## src/rtl/freq_div_pkg.sv

```systemverilog
// Shared constants and helpers for the frequency divider.
// Holds the half-period table, SEL_MAX and the clamp/lookup functions.
package freq_div_pkg;

    localparam int unsigned SEL_MAX = 8;

    // Half-period in clk cycles at 100 MHz: 1,2,5,10,20,50,100,200,500 kHz
    localparam int unsigned HALF [0:SEL_MAX] = '{
        50000, 25000, 10000, 5000, 2500, 1000, 500, 250, 100
    };

    typedef logic [3:0] sel_t;

    function automatic sel_t clamp_sel(input sel_t s);
        return (s > sel_t'(SEL_MAX)) ? sel_t'(SEL_MAX) : s;
    endfunction

    function automatic int unsigned half_of(input sel_t idx);
        return HALF[clamp_sel(idx)];
    endfunction

endpackage

```

## src/rtl/frequency_divider.sv

```systemverilog
// Square-wave generator selecting one of nine tones by half-period table.
// Ports: clk, rst (sync, active-high), enable, sel[3:0] -> wave, tick, active_sel[3:0].
// Define FREQ_DIV_RESTART_EN to retune immediately on a sel change.
module frequency_divider
    import freq_div_pkg::*;
#(
    parameter int CNT_W = 16
) (
    input  logic       clk,
    input  logic       rst,
    input  logic       enable,
    input  logic [3:0] sel,
    output logic       wave,
    output logic       tick,
    output logic [3:0] active_sel
);

    logic [CNT_W-1:0] cnt;
    logic [CNT_W-1:0] last;
    logic [3:0]       sel_c;
    logic             at_bnd;

    assign sel_c  = clamp_sel(sel);
    assign last   = CNT_W'(half_of(active_sel) - 1);
    assign at_bnd = (cnt == last);

    always_ff @(posedge clk) begin
        if (rst) begin
            cnt        <= '0;
            wave       <= 1'b0;
            tick       <= 1'b0;
            active_sel <= '0;
        end else if (!enable) begin
            cnt        <= '0;
            wave       <= 1'b0;
            tick       <= 1'b0;
            active_sel <= sel_c;
        end else if (at_bnd) begin
            // A new selection is only adopted here so half-periods stay whole
            cnt        <= '0;
            wave       <= ~wave;
            tick       <= 1'b1;
            active_sel <= sel_c;
`ifdef FREQ_DIV_RESTART_EN
        end else if (sel_c != active_sel) begin
            // Retune now: restart the count, keep the current wave level
            cnt        <= '0;
            tick       <= 1'b0;
            active_sel <= sel_c;
`endif
        end else begin
            cnt  <= cnt + 1'b1;
            tick <= 1'b0;
        end
    end

endmodule
```

## config.mk

```make
export PLATFORM = sky130hd
export DESIGN_NAME = frequency_divider
export DESIGN_NICKNAME = d
export VERILOG_FILES = /design/src/rtl/freq_div_pkg.sv /design/src/rtl/frequency_divider.sv
export SDC_FILE = /design/constraint.sdc
export NUM_CORES = 1
export LEC_CHECK = 0
export BUFFER_PORTS_ARGS = -buffer_cell sky130_fd_sc_hd__buf_4
export CORE_AREA = 2 2 55 57
export DETAILED_ROUTE_END_ITERATION = 7
export DIE_AREA = 0 0 57 59
export HOLD_SLACK_MARGIN = 0.02
export PLACE_DENSITY = 0.75
export SLEW_MARGIN = 0
export SYNTH_ARGS = -nofsm -noshare
export SYNTH_HDL_FRONTEND = slang
export SYNTH_SLANG_ARGS = --single-unit
```

## constraint.sdc

```tcl
create_clock -name clk -period 4.9 [get_ports clk]
set_input_delay 0.245 -clock clk [delete_from_list [all_inputs] [get_ports clk]]
set_output_delay 0.245 -clock clk [all_outputs]
set_load 0.1 [all_outputs]
```

==> results by group <==
Placement
  – PortBufs: 12
  – GP Congestion: 0.870
  – Final HPWL DP: approximately 2.6 mm
  – DP Area: about 0.0016 mm²

GRT
  – Vias in the first global route: about 1,400
  – Largest net degree at the start of global routing: 20
  – Global-route wire length before repair: around 6.2 mm
  – Initial antenna violation count: 0
  – Remaining Overflow, GRT: 0
  – Total GRT Usage: 0.230

Critical path
  – CP startpoint kind: register
  – Register-to-Register Setup Slack: 1.44 ns
  – Crit-path most repeated cell: ha_1
  – FF-to-FF path depth: 12
  – Cells along the critical path: clkinv_1, nand2_1, inv_1, ha_1, nand3_1, ha_1, o21ai_0, a31oi_1, xnor2_1, nand3_2, o31ai_4, nor2_1
  – Slowest CP cell: o31ai_4
  – RR Endpoint: cnt[10]
  – CP Max Fanout: 16
  – Critical Path Sink Type: register
  – Crit path kind: reg2reg
  – Slowest cell delay on critical path: between 0.6 and 0.7 ns
  – Required time of the critical path: ~5.1 ns
  – R2R Path Start: active_sel[3]
  – Crit path from: active_sel[3]
  – CP Data Arrival Time: ~3.7 ns

Hold path
  – Worst Hold Path Cells: 3
  – WHS Endpoint: active_sel[2]
  – HP Start: sel[2]
  – Hold WC Path Type: in2reg

Synth
  – Count of state elements after synthesis: 22
  – Post-Synthesis Mean Instance Area: 8.31 µm²
  – Post-synthesis sequential area ratio: 0.288
  – Mux cell area share after synthesis: 0.00655
  – Compound-Gate Fraction of Synth Area: 0.148
  – Synth cell types: 45
  – Xor and xnor area share after synthesis: 0.115
  – Syn Nets: between 150 and 200
  – Simple logic cell fraction of the synthesized area: 0.331
  – Post-Syn Area: about 0.0015 mm²
  – Yosys warning count: 0
  – Cells after synthesis: between 150 and 200
  – Largest family of logic cells by synthesized area: simple AND/OR/NAND/NOR gates
  – Adder-cell area share of the yosys netlist: 0.0573

Timing
  – RSZ-0062 raised after global routing: no
  – Final hold violations: 0
  – Worst Clk Skew: 0.00495 ns
  – Final setup vio count: 0
  – Fmax: a little under 300 MHz
  – Max Slew Vio Count: 0
  – Slew HR: 0.584
  – Worst slew pin tran: 0.624 ns
  – Final Cycle Share: 0.706
  – Final TNS setup: 0 ns
  – Min Tclk post-route: 3.46 ns

Die
  – Die Y: slightly below 60 µm
  – DIE WIDTH: around 57 µm
  – IO Count: 13
  – Area of the core: between 0.002 and 0.003 mm²
  – Die ar.: 0.00336 mm²
  – Row cnt: 19
  – Starting Density: 0.564

Drt
  – Detailed-route via count: 1,366
  – 1st-iter DRT viols: between 80 and 90
  – Avg WL per Cell: ~15 µm
  – Remaining DRCs: 0
  – Antenna Violating Nets Remaining: 0
  – Via density: 6.13
  – Final WL: between 3 and 4 mm
  – Router iterations before antenna repair: 4

Clock tree
  – TritonCTS clock tree: done
  – CTS Buffer Depth: 2
  – Clk slew on worst S/H paths: roughly 0.12 ns
  – Clock latency on the worst-skew pair: 0.31 ns
  – Postcts setup bufs: 0
  – Cts hold-fix bufs: 0
  – CTS H-tree depth: 1
  – Resized Gates After CTS: 0
  – Clock sinks: 22
  – Root buffer cell: clkbuf_4
  – Cts bufs inserted: 3

Layout
  – Design area: ~0.0016 mm²
  – Ant diodes: 0
  – Area delta synth->final: 6.79%
  – Final nets: about 210
  – Layout cells sized above 1: 0.135

Outcome
  – Status: completed

Pwr
  – Power density cells: about 220 mW/mm²
  – Largest vdd supply drop: roughly 0.00018 V
  – Lkg Pwr: around 0.6 nW

Flow run
  – Number of max-cap violations: 0
-- worst max path at each step --
stage | endpoint | cells past startpoint
3_5_place_dp | cnt[10] | 12
5_1_grt | cnt[12] | 12
4_1_cts | cnt[6] | 12
3_3_place_gp | cnt[3] | 12
2_1_floorplan | active_sel[3] | 14
6_report | cnt[10] | 12
-- cells in the final DEF, fill, tap and decap left out, types with 4 or more instances in the layout --
cell      n
o21ai_0   6
and3_1    4
and2_1    4
or4_1     5
inv_1     5
xnor2_1   9
xor2_1   11
buf_4    12
dfxtp_1  22
nand4_1   5
ha_1      7
nand3_1  14
nand2_1  13
nor2_1   22
a21oi_1   5
-- worst max-delay path, delay by kind of cell, from the launching register on --
| family | cells | cell delay, ns |
|---|---|---|
| and+or+nand+nor | 4 | 0.70 |
| AOI/OAI and AO/OA | 3 | 0.99 |
| DFF | 1 | 0.58 |
| xor gates and xnor gates | 1 | 0.18 |
| adders and majority gates | 2 | 0.49 |
| buffers and inverters | 2 | 0.40 |
-- layer usage --
| layer | GRT usage | up-vias | share of wire |
|---|---|---|---|
| li1 | - | 676 | - |
| met1 | 0.308 | 649 | 0.46 |
| met2 | 0.379 | 35 | 0.47 |
| met3 | 0.0393 | 6 | 0.055 |
| met4 | 0.0731 | 0 | 0.012 |
| met5 | 0 | - | 0 |
-- final cells by class --
cell class,instances,area (µm²)
Clock buffer,4,36.3
Fill cell,248,1080
Inverter,6,22.5
Multi-Input combinational cell,148,1000
Sequential cell,22,440
Tap cell,31,38.8
Timing Repair Buffer,12,90.1
-- metrics by stage --
stage	std cells	setup WS, ns	total power [mW]	hold slack [ns]	util
after global placement	219	1.68	0.259	0.475	0.589
after floorplan	184	1.26	0.248	0.402	-
after CTS	223	1.43	0.360	0.184	0.602
after detailed placement	219	1.47	0.261	0.503	0.589
final	223	1.44	0.357	0.189	0.602
after global routing	223	1.04	0.376	0.191	0.602
-- Yosys cell counts, drive strengths merged --
cell,number,area [µm²]
a31oi,2,12.5
or3,1,11.3
a21boi,1,7.51
clkinv,1,3.75
o31a,1,8.76
o22ai,1,6.26
mux2i,1,10.0
nor4bb,2,20.0
and2,4,25.0
nor2,23,88.8
inv,5,18.8
o2111ai,1,8.76
clkbuf,2,7.51
nor3b,2,15.0
o31ai,2,28.8
nand2,13,48.8
and4b,1,10.0
nand2b,3,18.8
nor3,2,10.0
a21oi,6,33.8
or4,5,37.5
o211a,1,10.0
dfxtp,22,440
xnor2,9,78.8
nor2b,2,12.5
a22oi,1,12.5
nand4,5,31.3
buf,6,53.8
xor2,11,96.3
and4,3,26.3
and3,4,25.0
nand3,16,90.1
ha,7,87.6
or2,2,12.5
o21ai,9,45.0
o311ai,4,52.6
nand3b,3,22.5
-- sequential cells by signal, summed over array words and instances, names as in the netlist --
register / cells
cnt: 16
active_sel: 4
tick: 1
wave: 1
-- cell families (layout without fill, tap and decap cells) --
| family | after synthesis | in the layout |
|---|---|---|
| AOI/OAI and AO/OA | 29 | 29 |
| xor gates and xnor gates | 20 | 20 |
| adders and majority gates | 7 | 7 |
| buffers and inverters | 14 | 22 |
| DFF | 22 | 22 |
| muxes | 1 | 1 |
| and+or+nand+nor | 91 | 91 |
-- report_power, final --
group | internal [mW] | leakage, nW | total, mW | switching, mW
clock network | 0.0454 | 0.0210 | 0.0996 | 0.0542
registers | 0.181 | 0.178 | 0.189 | 0.00737
logic | 0.0246 | 0.399 | 0.0690 | 0.0444
total | 0.251 | 0.598 | 0.357 | 0.106
Note: power is estimated with default switching activity, not from simulation.
